$ cat src/rtl/multicycle_control_fsm_pkg.sv
// Shared constants for the multi-cycle RV32I control sequencer: opcodes,
// state encoding, datapath mux selects and the control-word payload.
package multicycle_control_fsm_pkg;

  localparam int unsigned INST_WIDTH = 32;
  localparam int unsigned OPCODE_W   = 7;
  localparam int unsigned STATE_W    = 4;

  localparam logic [OPCODE_W-1:0] OP_LOAD   = 7'b0000011;
  localparam logic [OPCODE_W-1:0] OP_STORE  = 7'b0100011;
  localparam logic [OPCODE_W-1:0] OP_ALUI   = 7'b0010011;
  localparam logic [OPCODE_W-1:0] OP_ALU    = 7'b0110011;
  localparam logic [OPCODE_W-1:0] OP_BRANCH = 7'b1100011;
  localparam logic [OPCODE_W-1:0] OP_JAL    = 7'b1101111;
  localparam logic [OPCODE_W-1:0] OP_JALR   = 7'b1100111;
  localparam logic [OPCODE_W-1:0] OP_LUI    = 7'b0110111;
  localparam logic [OPCODE_W-1:0] OP_AUIPC  = 7'b0010111;

  typedef enum logic [STATE_W-1:0] {
    S_FETCH    = 4'd0,
    S_DECODE   = 4'd1,
    S_EXEC_R   = 4'd2,
    S_EXEC_I   = 4'd3,
    S_MEM_ADDR = 4'd4,
    S_MEM_RD   = 4'd5,
    S_MEM_WR   = 4'd6,
    S_WB_MEM   = 4'd7,
    S_WB_ALU   = 4'd8,
    S_JAL      = 4'd9,
    S_JALR     = 4'd10,
    S_JAL_WB   = 4'd11,
    S_BRANCH   = 4'd12,
    S_LUI      = 4'd13,
    S_TRAP     = 4'd14
  } state_e;

  localparam logic [1:0] SRC_A_PC    = 2'd0;
  localparam logic [1:0] SRC_A_OLDPC = 2'd1;
  localparam logic [1:0] SRC_A_RS1   = 2'd2;
  localparam logic [1:0] SRC_A_ZERO  = 2'd3;

  localparam logic [1:0] SRC_B_RS2   = 2'd0;
  localparam logic [1:0] SRC_B_IMM   = 2'd1;
  localparam logic [1:0] SRC_B_FOUR  = 2'd2;

  localparam logic [1:0] ALU_ADD     = 2'd0;
  localparam logic [1:0] ALU_CMP     = 2'd1;
  localparam logic [1:0] ALU_FUNCT   = 2'd2;

  localparam logic [1:0] RES_ALUOUT  = 2'd0;
  localparam logic [1:0] RES_MEM     = 2'd1;
  localparam logic [1:0] RES_ALU     = 2'd2;

  typedef struct packed {
    logic       mem_read;
    logic       mem_write;
    logic       iord;
    logic       ir_write;
    logic       pc_write;
    logic       reg_write;
    logic [1:0] alu_src_a;
    logic [1:0] alu_src_b;
    logic [1:0] alu_op;
    logic [1:0] result_src;
  } ctrl_t;

  // State following DECODE for a given major opcode; unknown opcodes trap.
  function automatic state_e decode_target(input logic [OPCODE_W-1:0] opcode);
    state_e target;
    case (opcode)
      OP_ALU:    target = S_EXEC_R;
      OP_ALUI:   target = S_EXEC_I;
      OP_LOAD:   target = S_MEM_ADDR;
      OP_STORE:  target = S_MEM_ADDR;
      OP_JAL:    target = S_JAL;
      OP_JALR:   target = S_JALR;
      OP_BRANCH: target = S_BRANCH;
      OP_LUI:    target = S_LUI;
      OP_AUIPC:  target = S_WB_ALU;
      default:   target = S_TRAP;
    endcase
    return target;
  endfunction

endpackage

$ cat src/rtl/multicycle_control_fsm_mem_wait_timer.sv
// Counts not-ready cycles of a shared-memory access; expired once the count
// reaches MEM_TIMEOUT, after which the count holds.
module multicycle_control_fsm_mem_wait_timer #(
  parameter int unsigned MEM_TIMEOUT = 16
) (
  input  logic clk,
  input  logic rst,
  input  logic clear,
  input  logic enable,
  output logic expired
);

  localparam int unsigned CNT_W = $clog2(MEM_TIMEOUT + 1);

  logic [CNT_W-1:0] count;

  always_ff @(posedge clk) begin
    if (rst || clear) begin
      count <= '0;
    end else if (enable && !expired) begin
      count <= count + CNT_W'(1);
    end
  end

  assign expired = (count == CNT_W'(MEM_TIMEOUT));

endmodule

$ cat src/rtl/multicycle_control_fsm.sv
// Main control sequencer of the multi-cycle RV32I datapath: steps each
// instruction through fetch/decode/execute/memory/writeback, traps on faults.
module multicycle_control_fsm
  import multicycle_control_fsm_pkg::*;
#(
  parameter int unsigned MEM_TIMEOUT = 16,
  parameter int unsigned INSTRET_W   = 32
) (
  input  logic                  i_clk,
  input  logic                  i_rst,
  input  logic [OPCODE_W-1:0]   i_opcode,
  input  logic                  i_mem_ready,
  input  logic                  i_branch_taken,
  output logic [OPCODE_W-1:0]   o_imm_opcode,
  output logic                  o_mem_read,
  output logic                  o_mem_write,
  output logic                  o_iord,
  output logic                  o_ir_write,
  output logic                  o_pc_write,
  output logic                  o_reg_write,
  output logic [1:0]            o_alu_src_a,
  output logic [1:0]            o_alu_src_b,
  output logic [1:0]            o_alu_op,
  output logic [1:0]            o_result_src,
  output logic [STATE_W-1:0]    o_state,
  output logic                  o_illegal,
  output logic [INSTRET_W-1:0]  o_instret
);

  state_e state;
  state_e state_next;
  ctrl_t  ctrl;
  ctrl_t  ctrl_gated;
  logic   wait_state;
  logic   wait_expired;
  logic   timer_clear;
  logic   retire;

  always_ff @(posedge i_clk) begin
    if (i_rst) begin
      state <= S_FETCH;
    end else begin
      state <= state_next;
    end
  end

  // Timer restarts on every state change, so each wait state starts from zero.
  assign wait_state  = (state == S_FETCH) || (state == S_MEM_RD) || (state == S_MEM_WR);
  assign timer_clear = (state_next != state);

  multicycle_control_fsm_mem_wait_timer #(
    .MEM_TIMEOUT (MEM_TIMEOUT)
  ) u_mem_wait_timer (
    .clk     (i_clk),
    .rst     (i_rst),
    .clear   (timer_clear),
    .enable  (wait_state && !i_mem_ready),
    .expired (wait_expired)
  );

  always_comb begin
    state_next = state;
    ctrl       = '0;
    case (state)
      S_FETCH: begin
        ctrl.mem_read   = 1'b1;
        ctrl.iord       = 1'b0;
        ctrl.alu_src_a  = SRC_A_PC;
        ctrl.alu_src_b  = SRC_B_FOUR;
        ctrl.alu_op     = ALU_ADD;
        ctrl.result_src = RES_ALU;
        if (i_mem_ready) begin
          ctrl.ir_write = 1'b1;
          ctrl.pc_write = 1'b1;
          state_next    = S_DECODE;
        end else if (wait_expired) begin
          state_next = S_TRAP;
        end
      end
      S_DECODE: begin
        ctrl.alu_src_a = SRC_A_OLDPC;
        ctrl.alu_src_b = SRC_B_IMM;
        ctrl.alu_op    = ALU_ADD;
        state_next     = decode_target(i_opcode);
      end
      S_EXEC_R: begin
        ctrl.alu_src_a = SRC_A_RS1;
        ctrl.alu_src_b = SRC_B_RS2;
        ctrl.alu_op    = ALU_FUNCT;
        state_next     = S_WB_ALU;
      end
      S_EXEC_I: begin
        ctrl.alu_src_a = SRC_A_RS1;
        ctrl.alu_src_b = SRC_B_IMM;
        ctrl.alu_op    = ALU_FUNCT;
        state_next     = S_WB_ALU;
      end
      S_LUI: begin
        ctrl.alu_src_a = SRC_A_ZERO;
        ctrl.alu_src_b = SRC_B_IMM;
        ctrl.alu_op    = ALU_ADD;
        state_next     = S_WB_ALU;
      end
      S_MEM_ADDR: begin
        ctrl.alu_src_a = SRC_A_RS1;
        ctrl.alu_src_b = SRC_B_IMM;
        ctrl.alu_op    = ALU_ADD;
        state_next     = (o_imm_opcode == OP_LOAD) ? S_MEM_RD : S_MEM_WR;
      end
      S_MEM_RD: begin
        ctrl.mem_read = 1'b1;
        ctrl.iord     = 1'b1;
        if (i_mem_ready) begin
          state_next = S_WB_MEM;
        end else if (wait_expired) begin
          state_next = S_TRAP;
        end
      end
      S_MEM_WR: begin
        ctrl.mem_write = 1'b1;
        ctrl.iord      = 1'b1;
        if (i_mem_ready) begin
          state_next = S_FETCH;
        end else if (wait_expired) begin
          state_next = S_TRAP;
        end
      end
      S_WB_MEM: begin
        ctrl.reg_write  = 1'b1;
        ctrl.result_src = RES_MEM;
        state_next      = S_FETCH;
      end
      S_WB_ALU: begin
        ctrl.reg_write  = 1'b1;
        ctrl.result_src = RES_ALUOUT;
        state_next      = S_FETCH;
      end
      S_JAL: begin
        // PC takes the DECODE target while the ALU forms the link address.
        ctrl.pc_write   = 1'b1;
        ctrl.result_src = RES_ALUOUT;
        ctrl.alu_src_a  = SRC_A_OLDPC;
        ctrl.alu_src_b  = SRC_B_FOUR;
        ctrl.alu_op     = ALU_ADD;
        state_next      = S_WB_ALU;
      end
      S_JALR: begin
        ctrl.pc_write   = 1'b1;
        ctrl.result_src = RES_ALU;
        ctrl.alu_src_a  = SRC_A_RS1;
        ctrl.alu_src_b  = SRC_B_IMM;
        ctrl.alu_op     = ALU_ADD;
        state_next      = S_JAL_WB;
      end
      S_JAL_WB: begin
        ctrl.alu_src_a = SRC_A_OLDPC;
        ctrl.alu_src_b = SRC_B_FOUR;
        ctrl.alu_op    = ALU_ADD;
        state_next     = S_WB_ALU;
      end
      S_BRANCH: begin
        ctrl.alu_src_a  = SRC_A_RS1;
        ctrl.alu_src_b  = SRC_B_RS2;
        ctrl.alu_op     = ALU_CMP;
        ctrl.pc_write   = i_branch_taken;
        ctrl.result_src = RES_ALUOUT;
        state_next      = S_FETCH;
      end
      S_TRAP: begin
        state_next = S_TRAP;
      end
      default: begin
        state_next = S_TRAP;
      end
    endcase
  end

  // No strobe or enable may leak out while reset is held.
  assign ctrl_gated   = i_rst ? '0 : ctrl;
  assign o_mem_read   = ctrl_gated.mem_read;
  assign o_mem_write  = ctrl_gated.mem_write;
  assign o_iord       = ctrl_gated.iord;
  assign o_ir_write   = ctrl_gated.ir_write;
  assign o_pc_write   = ctrl_gated.pc_write;
  assign o_reg_write  = ctrl_gated.reg_write;
  assign o_alu_src_a  = ctrl_gated.alu_src_a;
  assign o_alu_src_b  = ctrl_gated.alu_src_b;
  assign o_alu_op     = ctrl_gated.alu_op;
  assign o_result_src = ctrl_gated.result_src;
  assign o_state      = state;

  assign retire = (state_next == S_FETCH) && (state != S_FETCH) && (state != S_TRAP);

  always_ff @(posedge i_clk) begin
    if (i_rst) begin
      o_imm_opcode <= '0;
      o_illegal    <= 1'b0;
      o_instret    <= '0;
    end else begin
      if (state == S_DECODE) begin
        o_imm_opcode <= i_opcode;
      end
      if (state_next == S_TRAP) begin
        o_illegal <= 1'b1;
      end
      if (retire) begin
        o_instret <= o_instret + INSTRET_W'(1);
      end
    end
  end

endmodule

$ cat config.mk
export PLATFORM = sky130hd
export DESIGN_NAME = multicycle_control_fsm
export DESIGN_NICKNAME = d
export VERILOG_FILES = /design/src/rtl/multicycle_control_fsm_pkg.sv /design/src/rtl/multicycle_control_fsm_mem_wait_timer.sv /design/src/rtl/multicycle_control_fsm.sv
export SDC_FILE = /design/constraint.sdc
export NUM_CORES = 1
export LEC_CHECK = 0
export CORE_MARGIN = 3
export CORE_UTILIZATION = 47
export CTS_BUF_LIST = sky130_fd_sc_hd__clkbuf_4 sky130_fd_sc_hd__clkbuf_8
export CTS_CLUSTER_SIZE = 16
export DETAILED_ROUTE_END_ITERATION = 8
export HOLD_SLACK_MARGIN = 0.06
export PLACE_DENSITY = 0.87
export SLEW_MARGIN = 20
export SYNTH_ARGS = -nofsm -noshare
export SYNTH_HDL_FRONTEND = slang
export SYNTH_HIERARCHICAL = 1
export SYNTH_SLANG_ARGS = --single-unit
export TNS_END_PERCENT = 1
$ cat constraint.sdc
create_clock -name i_clk -period 2.78 [get_ports i_clk]
set_clock_uncertainty 0.1 [all_clocks]
set_input_delay 0.278 -clock i_clk [delete_from_list [all_inputs] [get_ports i_clk]]
set_output_delay 0.278 -clock i_clk [all_outputs]
set_load 0.01 [all_outputs]
==> flow_metrics.py, run 1 <==
metrics = {
    "yosys": {
        "ys_types": 64,
        "ys_async_sr_fraction_pct": 0,
        "synth_edf_count": 0,
        "syn_avg_cell_area_um2": 7.91,
        "synth.net_count": 402,
        "synthCells": 388,
        "yosysWarnings": 6,
        "synth_seq_cells": 49,
        "synth_top_flop_cell": "dfxtp_1",
        "seq_area_frac_synth_pct": 32.0,
        "netlist_area_um2": 3070,
    },
    "timing": {
        "worstMarginPinSlew_ps": 607,
        "fin_tns_setup_ps": 0,
        "rsz0062_at_grt": "true",
        "relSlewSlack_pct": 59.3,
        "fmax_mhz": 365,
        "min_period_over_period_pct": 98.6,
        "period_minus_slack_ps": 2740,
        "finalMaxSlewViolations": 0,
        "setup_violations": 0,
        "finalHoldViolations": 0,
    },
    "layout": {
        "finalNonFillerCells": 551,
        "nets": 489,
        "nFillCells": 489,
        "layout-drive-gt1-share_pct": 17.9,
        "antenna_cells": 0,
        "final_area_um2": 4270,
        "multi_input_area_um2": 2000,
        "seq_area_um2": 987,
        "syn2layout_area_growth_pct": 39.3,
    },
    "critical_path": {
        "crit_path_end_kind": "register",
        "worstPathMaxFanout": 25,
        "worst_setup_path_start_kind": "register",
        "cp.required_ps": 2900,
        "crit_start": "u_mem_wait_timer/count[0]",
        "cp.arrival_ps": 2860,
        "crit_chain": "inv_1 -> ha_2 -> nand4bb_4 -> inv_2 -> or3b_2 -> a211oi_2 -> a221o_1 -> or3_4 -> buf_12 -> or4_1 -> a22oi_1",
        "critPathTopFamily": "simple AND/OR/NAND/NOR gates",
        "cpPeakStageDelay_ps": 520,
        "critPathKind": "reg -> reg",
        "cp_slowest_cell": "or4_1",
        "crit_buf_inv": 3,
        "r2r-start": "u_mem_wait_timer/count[0]",
    },
    "clock_tree": {
        "htree_levels": 2,
        "clkSinkCount": 49,
        "clock_path_buffers": 2,
        "clkTransAtPathRegs_ps": 90,
        "cts_hold_buf": 0,
        "cts_tree": "built",
        "cts-root-buf": "clkbuf_8",
        "cts_buffers": 5,
        "clk_latency_ps": 300,
    },
    "outcome": {
        "status": "finished, final reports clean",
    },
    "power_and_ir_drop": {
        "switchingPower_mw": 1.69,
        "leakage_nw": 1.41,
        "p_comb_share_pct": 63.6,
        "max-vdd-ir-drop_uv": 806,
        "p_sw_share_pct": 44.3,
        "power_frac_clock_pct": 13.6,
        "p_int_mw": 2.12,
        "power.total_mw": 3.81,
        "power_density_nw_per_um2": 891,
        "pwr-share-seq_pct": 22.8,
    },
    "floorplan": {
        "row_count": 28,
        "initial_core_util_pct": 50.1,
        "dieArea_um2": 7540,
        "core_um2": 6130,
        "die_x_um": 86.8,
        "io-pin-count": 69,
        "chipHeight_um": 86.8,
    },
    "placed_design": {
        "io_buffers": 68,
        "dpl-instance-area_um2": 4030,
        "place.gp.congestion": 0.904,
        "dpl.hpwl_um": 6160,
        "dp_cells": 542,
    },
    "grt": {
        "antenna_found_initial": 0,
        "grt_pass1_vias": 3320,
        "grt_max_degree": 52,
        "grt_pass1_wl_um": 15000,
        "gr-total-overflow": 0,
        "grtUsageTotal_pct": 24.1,
    },
    "drt": {
        "routed_wl_um": 9220,
        "drt_iter0_drc": 192,
        "first_pass_iters": 5,
        "drc": 0,
        "via_per_inst": 6.28,
        "ant_nets": 0,
        "routedWlPerCell_um": 16.7,
        "num_vias": 3462,
    },
    "min_path": {
        "min_path_type": "in -> reg",
        "hold_path_startpoint": "i_rst",
    },
    "run": {
        "max_cap_viol_count": 0,
    },
}
[power by group through the flow]
stage / Clock [mW] / Combinational [mW] / Sequential (mW)
finish: 0.519 / 2.42 / 0.868
global route: 0.552 / 2.59 / 0.879
CTS: 0.529 / 2.33 / 0.860
detailed placement: 0 / 2.14 / 0.877
global placement: 0 / 2.08 / 0.872
floorplan: 0 / 1.31 / 0.861
[Yosys cell counts, types with 8 or more instances]
cell type	count	share of area (%)
nand3_1	15	2.4
nand2_1	41	5.0
nor2_1	27	3.3
nor2b_1	8	1.6
nand4_1	12	2.4
or4_1	20	4.9
inv_1	10	1.2
a21oi_1	40	6.5
dfxtp_1	49	32
clkbuf_1	16	2.0
o31ai_1	21	5.1
nor3_1	12	2.0
[sequential cells by signal (all words and copies together) (netlist names)]
signal / cells
o_illegal: 1
o_imm_opcode: 7
o_instret: 32
o_state: 4
u_mem_wait_timer/count: 5
[worst reg2reg max path: stages (launching register included)]
cell and delay [ps]:
dfxtp_2 340, inv_1 50, ha_2 190, nand4bb_4 100
inv_2 60, or3b_2 200, a211oi_2 60, a221o_1 310
or3_4 380, buf_12 170, or4_1 540, a22oi_1 170
[metal layers]
| metal | track usage (%) | wire (um) | vias up |
|---|---|---|---|
| met5 | 0 | 0 | - |
| met1 | 29.3 | 3840 | 1662 |
| met2 | 43.5 | 4730 | 131 |
| met4 | 7.79 | 155 | 0 |
| li1 | - | - | 1649 |
| met3 | 3.33 | 500 | 20 |
[final timing paths]
| path | slack (ps) | to | cells after the start |
|---|---|---|---|
| max | 40 | o_instret[3] | 11 |
| min | 240 | o_illegal | 2 |
| min reg2reg | 380 | o_imm_opcode[2] | 2 |
| max reg2reg | 40 | o_instret[3] | 11 |
[area by class of cell]
cell class | instances | area share (%)
Multi-Input combinational cell | 300 | 46.8
Timing Repair Buffer | 108 | 24.3
Sequential cell | 49 | 23.1
Tap cell | 75 | 2.20
Clock buffer | 5 | 1.61
Clock inverter | 3 | 1.02
Inverter | 11 | 0.966
[cells in the final DEF, fill, tap and decap left out, types with 3 or more instances in the layout]
cell and instances:
o31ai_1 20, nand4_1 12, a21oi_2 3, dfxtp_1 44
nand3_1 15, clkbuf_8 5, nand2_1 41, and4_1 6
inv_1 10, or4_1 19, buf_12 3, nand2b_1 5
nor4_1 3, nor2_1 26, nor3_1 11, xnor2_1 6
clkdlybuf4s50_1 67, buf_4 36, o21ai_0 4, xor2_1 6
a211oi_1 5, mux2_2 3, a31oi_1 3, nor2b_1 7
a21oi_1 37, and3_1 5, or3_1 4, dfxtp_2 5
[cell families (layout without fill, tap and decap cells)]
kind of cell | Yosys count | in the layout | synth area share [%]
xor+xnor | 12 | 12 | 3.42
mux | 6 | 6 | 2.16
compound gates | 100 | 100 | 21.9
buf+inv | 39 | 127 | 5.83
fa+ha+maj | 3 | 3 | 1.22
simple gates | 179 | 179 | 33.5
flops | 49 | 49 | 32.0
[metrics by stage]
| stage | utilization, % | hold slack (ps) | setup slack [ps] |
|---|---|---|---|
| 6_report | 69.7 | 236 | 38.0 |
| 5_1_grt | 69.7 | 259 | -73.8 |
| 4_1_cts | 68.4 | 212 | 2.07 |
| 3_5_place_dp | 65.8 | 368 | -295 |
| 3_3_place_gp | 65.8 | 355 | -135 |
| 2_1_floorplan | - | 249 | -0.185 |
[what timing repair did]
action,in CTS,in global routing
cloned,1,0
pin swaps,3,3
gates resized for setup,5,19
setup buffers,0,0
setup endpoints to repair,28,37
Power figures use the tool's default switching activity.
==> run 2: changes to the inputs <==
- CORE_UTILIZATION: 47 -> 46
- CTS_BUF_LIST: sky130_fd_sc_hd__clkbuf_4 sky130_fd_sc_hd__clkbuf_8 -> unset
- PLACE_DENSITY: 0.87 -> 0.86
- SKIP_CTS_REPAIR_TIMING: unset -> 1
==> run 2 against run 1 <==
  * Sequential power increased by 1%
  * Core utilization shrank 2.1 points
  * Flip-flop and latch count stayed put
  * First-iteration DRC count down 26%
  * Clock power about the same
  * Highest routed layer unchanged
  * Sequential share of layout area is 0.33 points lower
  * Critical path depth unchanged
  * Combinational power up 4%
  * Global-route usage is 1.1 points lower
  * Cell area rose by 1.6%
==> flow_metrics.py, run 2 (same netlist as run 1, synthesis figures left out) <==
metrics = {
    "power_and_ir_drop": {
        "pwr-share-seq_pct": 22.5,
        "p_int_mw": 2.21,
        "power.total_mw": 3.91,
        "p_comb_share_pct": 64.2,
        "power_density_nw_per_um2": 900,
        "switchingPower_mw": 1.69,
        "leakage_nw": 1.46,
        "max-vdd-ir-drop_uv": 478,
        "p_sw_share_pct": 43.3,
        "power_frac_clock_pct": 13.2,
    },
    "min_path": {
        "hold_path_startpoint": "o_imm_opcode[6]",
        "min_path_type": "reg -> reg",
        "whs_path_depth": 2,
    },
    "floorplan": {
        "io-pin-count": 69,
        "initial_core_util_pct": 47.8,
        "core_um2": 6420,
        "die_x_um": 87.7,
        "row_count": 29,
        "dieArea_um2": 7690,
        "chipHeight_um": 87.7,
    },
    "critical_path": {
        "cp.arrival_ps": 2870,
        "worstPathMaxFanout": 12,
        "worst_setup_path_start_kind": "register",
        "crit_start": "u_mem_wait_timer/count[1]",
        "worst-path-stages": 11,
        "critPathTopFamily": "simple AND/OR/NAND/NOR gates",
        "cpPeakStageDelay_ps": 490,
        "r2r-start": "u_mem_wait_timer/count[1]",
        "crit_chain": "inv_2 -> ha_2 -> nand4bb_4 -> inv_2 -> or3b_4 -> a211oi_2 -> a221o_1 -> or3_4 -> clkbuf_16 -> or4_1 -> a21oi_1",
        "crit_buf_inv": 3,
        "critPathMostFrequentCell": "inv_2",
        "critPathKind": "reg -> reg",
        "cp_slowest_cell": "or4_1",
        "cp.required_ps": 2910,
        "rr_worst_depth": 11,
        "crit_path_end_kind": "register",
    },
    "drt": {
        "routed_wl_um": 9120,
        "num_vias": 3404,
        "drt_iter0_drc": 142,
        "via_per_inst": 6.05,
        "drc": 0,
        "routedWlPerCell_um": 16.2,
        "ant_nets": 0,
        "first_pass_iters": 5,
    },
    "grt": {
        "gr-total-overflow": 0,
        "grtUsageTotal_pct": 23.1,
        "antenna_found_initial": 0,
        "grt_pass1_vias": 3157,
        "grt_pass1_wl_um": 14600,
        "grt_max_degree": 56,
    },
    "layout": {
        "seq_area_um2": 988,
        "finalNonFillerCells": 563,
        "antenna_cells": 0,
        "final_common_cell": "clkdlybuf4s50_1",
        "fin_util_pct": 67.6,
        "largest_reg_flops": 32,
        "nFillCells": 515,
        "largest-register": "o_instret",
        "multi_input_area_um2": 2000,
        "nets": 499,
        "layout-drive-gt1-share_pct": 20.6,
        "reg.largest.list": "o_instret (32), o_imm_opcode (7), u_mem_wait_timer/count (5)",
        "syn2layout_area_growth_pct": 41.5,
        "layout_common_cells": "67 x clkdlybuf4s50_1, 46 x buf_4, 43 x dfxtp_1",
    },
    "placed_design": {
        "io_buffers": 68,
        "dpl.hpwl_um": 6260,
        "place.gp.congestion": 0.902,
        "dp_cells": 552,
    },
    "clock_tree": {
        "clkTransAtPathRegs_ps": 90,
        "cts_tree": "built",
        "cts-root-buf": "clkbuf_8",
        "clkSinkCount": 49,
        "htree_levels": 2,
        "cts_buffers": 5,
        "clock_path_buffers": 2,
        "clk_latency_ps": 300,
    },
    "timing": {
        "fmax_mhz": 365,
        "min_period_over_period_pct": 98.6,
        "period_minus_slack_ps": 2740,
        "rsz0062_at_grt": "true",
        "relSlewSlack_pct": 60.8,
        "fin_tns_setup_ps": 0,
        "finalHoldViolations": 0,
        "worstMarginPinSlew_ps": 588,
        "whs_ps": 378,
        "finalMaxSlewViolations": 0,
        "setup_violations": 0,
    },
    "outcome": {
        "status": "finished, final reports clean",
    },
    "run": {
        "max_cap_viol_count": 0,
    },
}
## run 2: cell types whose count changed in the layout (fill, tap and decap cells not counted), moves of 2 or more
cell / before / now
inv_1: 10 / 7
buf_4: 36 / 46
inv_2: 1 / 3
or4_4: 1 / 4
or4_1: 19 / 16
buf_12: 3 / 1
clkbuf_16: 0 / 2
## run 2: worst paths after layout
path	end	slack (ps)
setup / recovery	o_instret[16]	40
hold / removal	o_imm_opcode[6]	380
setup reg to reg	o_instret[16]	40
hold reg to reg	o_imm_opcode[6]	380
## run 2: area by class of cell
| class | instances | area share (%) |
|---|---|---|
| Timing Repair Buffer | 118 | 25.4 |
| Clock buffer | 6 | 1.67 |
| Inverter | 11 | 1.04 |
| Tap cell | 77 | 2.22 |
| Clock inverter | 2 | 0.893 |
| Sequential cell | 49 | 22.8 |
| Multi-Input combinational cell | 300 | 46.0 |
## run 2: power groups by stage
stage	Sequential (mW)	Combinational [mW]	Clock, mW
2_1_floorplan	0.861	1.31	0
3_3_place_gp	0.882	2.14	0
3_5_place_dp	0.886	2.18	0
4_1_cts	0.869	2.20	0.531
5_1_grt	0.897	2.72	0.557
6_report	0.880	2.51	0.517
## run 2: routing by layer
layer / share of wire (%) / vias up / GRT usage [%]
met2: 51 / 127 / 39.2
li1: - / 1655 / -
met1: 43 / 1614 / 30.4
met4: 0.77 / 0 / 6.14
met3: 5.5 / 8 / 3.76
met5: 0 / - / 0
## run 2: worst register-to-register path: cells and delay by family, from the launching register on
kind / cells / cell delay [ps]
and+or+nand+nor: 4 / 1230
AOI/OAI and AO/OA: 3 / 530
DFF: 1 / 350
buffers and inverters: 3 / 290
adders and majority gates: 1 / 180
## run 2: through the flow
stage / area (um^2) / setup slack (ps)
4_1_cts: 4180 / -95.7
3_5_place_dp: 4070 / -242
3_3_place_gp: 4070 / -135
6_report: 4340 / 38.8
2_1_floorplan: 3070 / -0.185
5_1_grt: 4340 / -46.1
==> RTL edit, RTL diff (settings of run 1) <==
Reset style: asynchronous (`i_rst`), changed in 2 clocked blocks.
--- a/src/rtl/multicycle_control_fsm.sv
+++ b/src/rtl/multicycle_control_fsm.sv
@@ -36,7 +36,7 @@
   logic   timer_clear;
   logic   retire;
 
-  always_ff @(posedge i_clk) begin
+  always_ff @(posedge i_clk or posedge i_rst) begin
     if (i_rst) begin
       state <= S_FETCH;
     end else begin
@@ -191,7 +191,7 @@
 
   assign retire = (state_next == S_FETCH) && (state != S_FETCH) && (state != S_TRAP);
 
-  always_ff @(posedge i_clk) begin
+  always_ff @(posedge i_clk or posedge i_rst) begin
     if (i_rst) begin
       o_imm_opcode <= '0;
       o_illegal    <= 1'b0;
Check against the original RTL: differs if i_rst is asserted again (counterexample within 4 cycles, from zero or initial values and one cycle with i_rst high); with i_rst held inactive, the same outputs for 10 cycles.
==> RTL edit against run 1 <==
- die area decreased by 5.6%
- sequential cell count unchanged
- non-clock buffer count decreased by 22
- critical path type is now register to output pin
- wire length decreased by 19%
- synthesized area decreased by 6.0%
- design area decreased by 11%
- critical endpoint is now o_pc_write
- final cell count decreased by 17%
- fmax increased by 3.6%
- global-route usage decreased by 3.1 points
- first-iteration DRC count decreased by 15%
- setup slack improved by 0.095 ns
Power is not compared: it rests on default switching activity, and its combinational part moved more than twofold at a synthesized area within 25%.
==> RTL edit: results (changes against run 1) <==
* Status: finished, final reports clean
* Synth Area in Compound Gates at 10.4% (-12 points)
* Fill cells at 437 (-11%)
* Slew @ Worst Pin at 0.631 ns (+0.0245 ns)
* Filler-free cell count of the finished design at 458 (-17%)
* Adder-Cell Fraction of Synth Area at 1.65% (+0.43 points)
* WL/cell at 16.3 µm (-2.8%)
* Mapped Nets at 325 (-19%)
* Static leakage at 1.52 nW
* Commonest cells post-synth: 44 x dfrtp_1, 37 x nand2_1, 32 x xnor2_1
* Total GRT Usage at 21.0% (-3.1 points)
* Layout cells sized above 1 at 11.1% (-6.7 points)
* Largest net degree at the start of global routing at 45 (-13%)
* Yosys Warn Count at 6 (unchanged)
* Min-delay worst type: register to register
* Reg2reg setup slack at 0.17 ns (+0.13 ns)
* Worst Path Arrival at 2.27 ns (-0.59 ns)
* Layout Nets at 399 (-18%)
* HPWL Detailed at 5370 µm (-13%)
* Xor and xnor area share after synthesis at 11.8% (+8.4 points)
* Critical path origin: o_state[3]
* Cells after Synth at 311 (-20%)
* Area contributors post-synth: dfrtp_1 38%, xnor2_1 9.7%, nand2_1 4.8%
* Seq/Total Area, Yosys at 41.6% (+9.7 points)
* DRT iter0 DRCs at 163 (-15%)
* Vias in the first global route at 2622 (-21%)
* Crit Reg-Reg Endpoint: u_mem_wait_timer/count[0]
* Mux cell area share after synthesis at 0.390% (-1.8 points)
* Fraction of registers with async set/reset at 89.8% (+90 points)
* First-pass GRT wire length at 12500 µm (-17%)
* Critical Path Sink: o_pc_write
* Initial DRT Pass Iterations at 4 (-1)
* # placed instances at 450 (-17%)
==> RTL edit: cell count changes after synthesis, sizes merged, moves of 11 or more <==
cell,run 1,this run
o31ai,21,0
clkbuf,16,5
xnor2,6,32
or4,20,0
dfrtp,0,44
dfxtp,49,5
a21oi,40,5
==> RTL edit: report_power, final <==
| group | switching [mW] | internal (mW) | leakage [nW] |
|---|---|---|---|
| clock network | 0.247 | 0.179 | 0.0445 |
| registers | 0 | 0.711 | 0.597 |
| logic | 0.0330 | 0.0248 | 0.878 |
| total | 0.280 | 0.915 | 1.52 |
==> RTL edit: cell type report <==
type / instances / area [µm²] / share of cell area, %
well taps: 72 / 90.1 / 2.37
clock buffers: 5 / 68.8 / 1.81
inverters: 10 / 40.0 / 1.05
multi-input cells: 233 / 1550 / 40.7
clock inverters: 3 / 21.3 / 0.560
repair buffers: 86 / 828 / 21.8
flip-flops and latches: 49 / 1200 / 31.7
==> RTL edit: timing repair <==
item / in CTS / in global routing
setup buffers: 0 / 0
resized for setup: 1 / 3
endpoints found under the setup margin: 2 / 5
==> RTL edit: cells by family (layout without fill, tap and decap cells) <==
family / after synthesis / in the layout
AND/OR/NAND/NOR: 149 / 149
flip-flops: 49 / 49
AO/OA/AOI/OAI: 40 / 40
XOR/XNOR: 39 / 39
buffers and inverters: 29 / 104
adder cells (fa/ha/maj): 4 / 4
multiplexers: 1 / 1
==> RTL edit: how the worst min path moves through the flow <==
stage                  start                         to  slack [ns]  cells past startpoint
3_5_place_dp   o_instret[31]              o_instret[31]        0.38                      1
6_report       o_instret[31]              o_instret[31]        0.39                      1
3_3_place_gp   o_instret[31]              o_instret[31]        0.36                      1
4_1_cts        o_instret[31]              o_instret[31]        0.40                      1
2_1_floorplan          i_rst  u_mem_wait_timer/count[4]        0.25                      1
5_1_grt        o_instret[31]              o_instret[31]        0.41                      1
==> RTL edit: worst max-delay path, cell delays in order (launching register included) <==
cell	delay (ns)
dfrtp_2	0.51
buf_4	0.20
nor2_1	0.18
nand2_1	0.09
a21oi_1	0.14
a21oi_1	0.05
o32a_1	0.18
nor2_1	0.09
clkdlybuf4s50_1	0.55
==> RTL edit: routing by layer <==
layer	vias up	track usage, %	share of wire (%)
met5	-	0	0
met4	0	5.76	1.5
met3	10	3.34	4.1
met2	87	37.4	53
met1	1294	26.5	42
li1	1247	-	-
==> RTL edit: through the flow <==
stage / hold WS [ns] / cell area, µm² / TNS, ns / utilization [%]
final: 0.386 / 3800 / 0 / 66.6
after global routing: 0.406 / 3800 / -0.0255 / 66.6
after CTS: 0.396 / 3790 / 0 / 66.4
after detailed placement: 0.378 / 3700 / -0.153 / 64.8
after global placement: 0.360 / 3700 / 0 / 64.8
after floorplan: 0.249 / 2880 / 0 / -
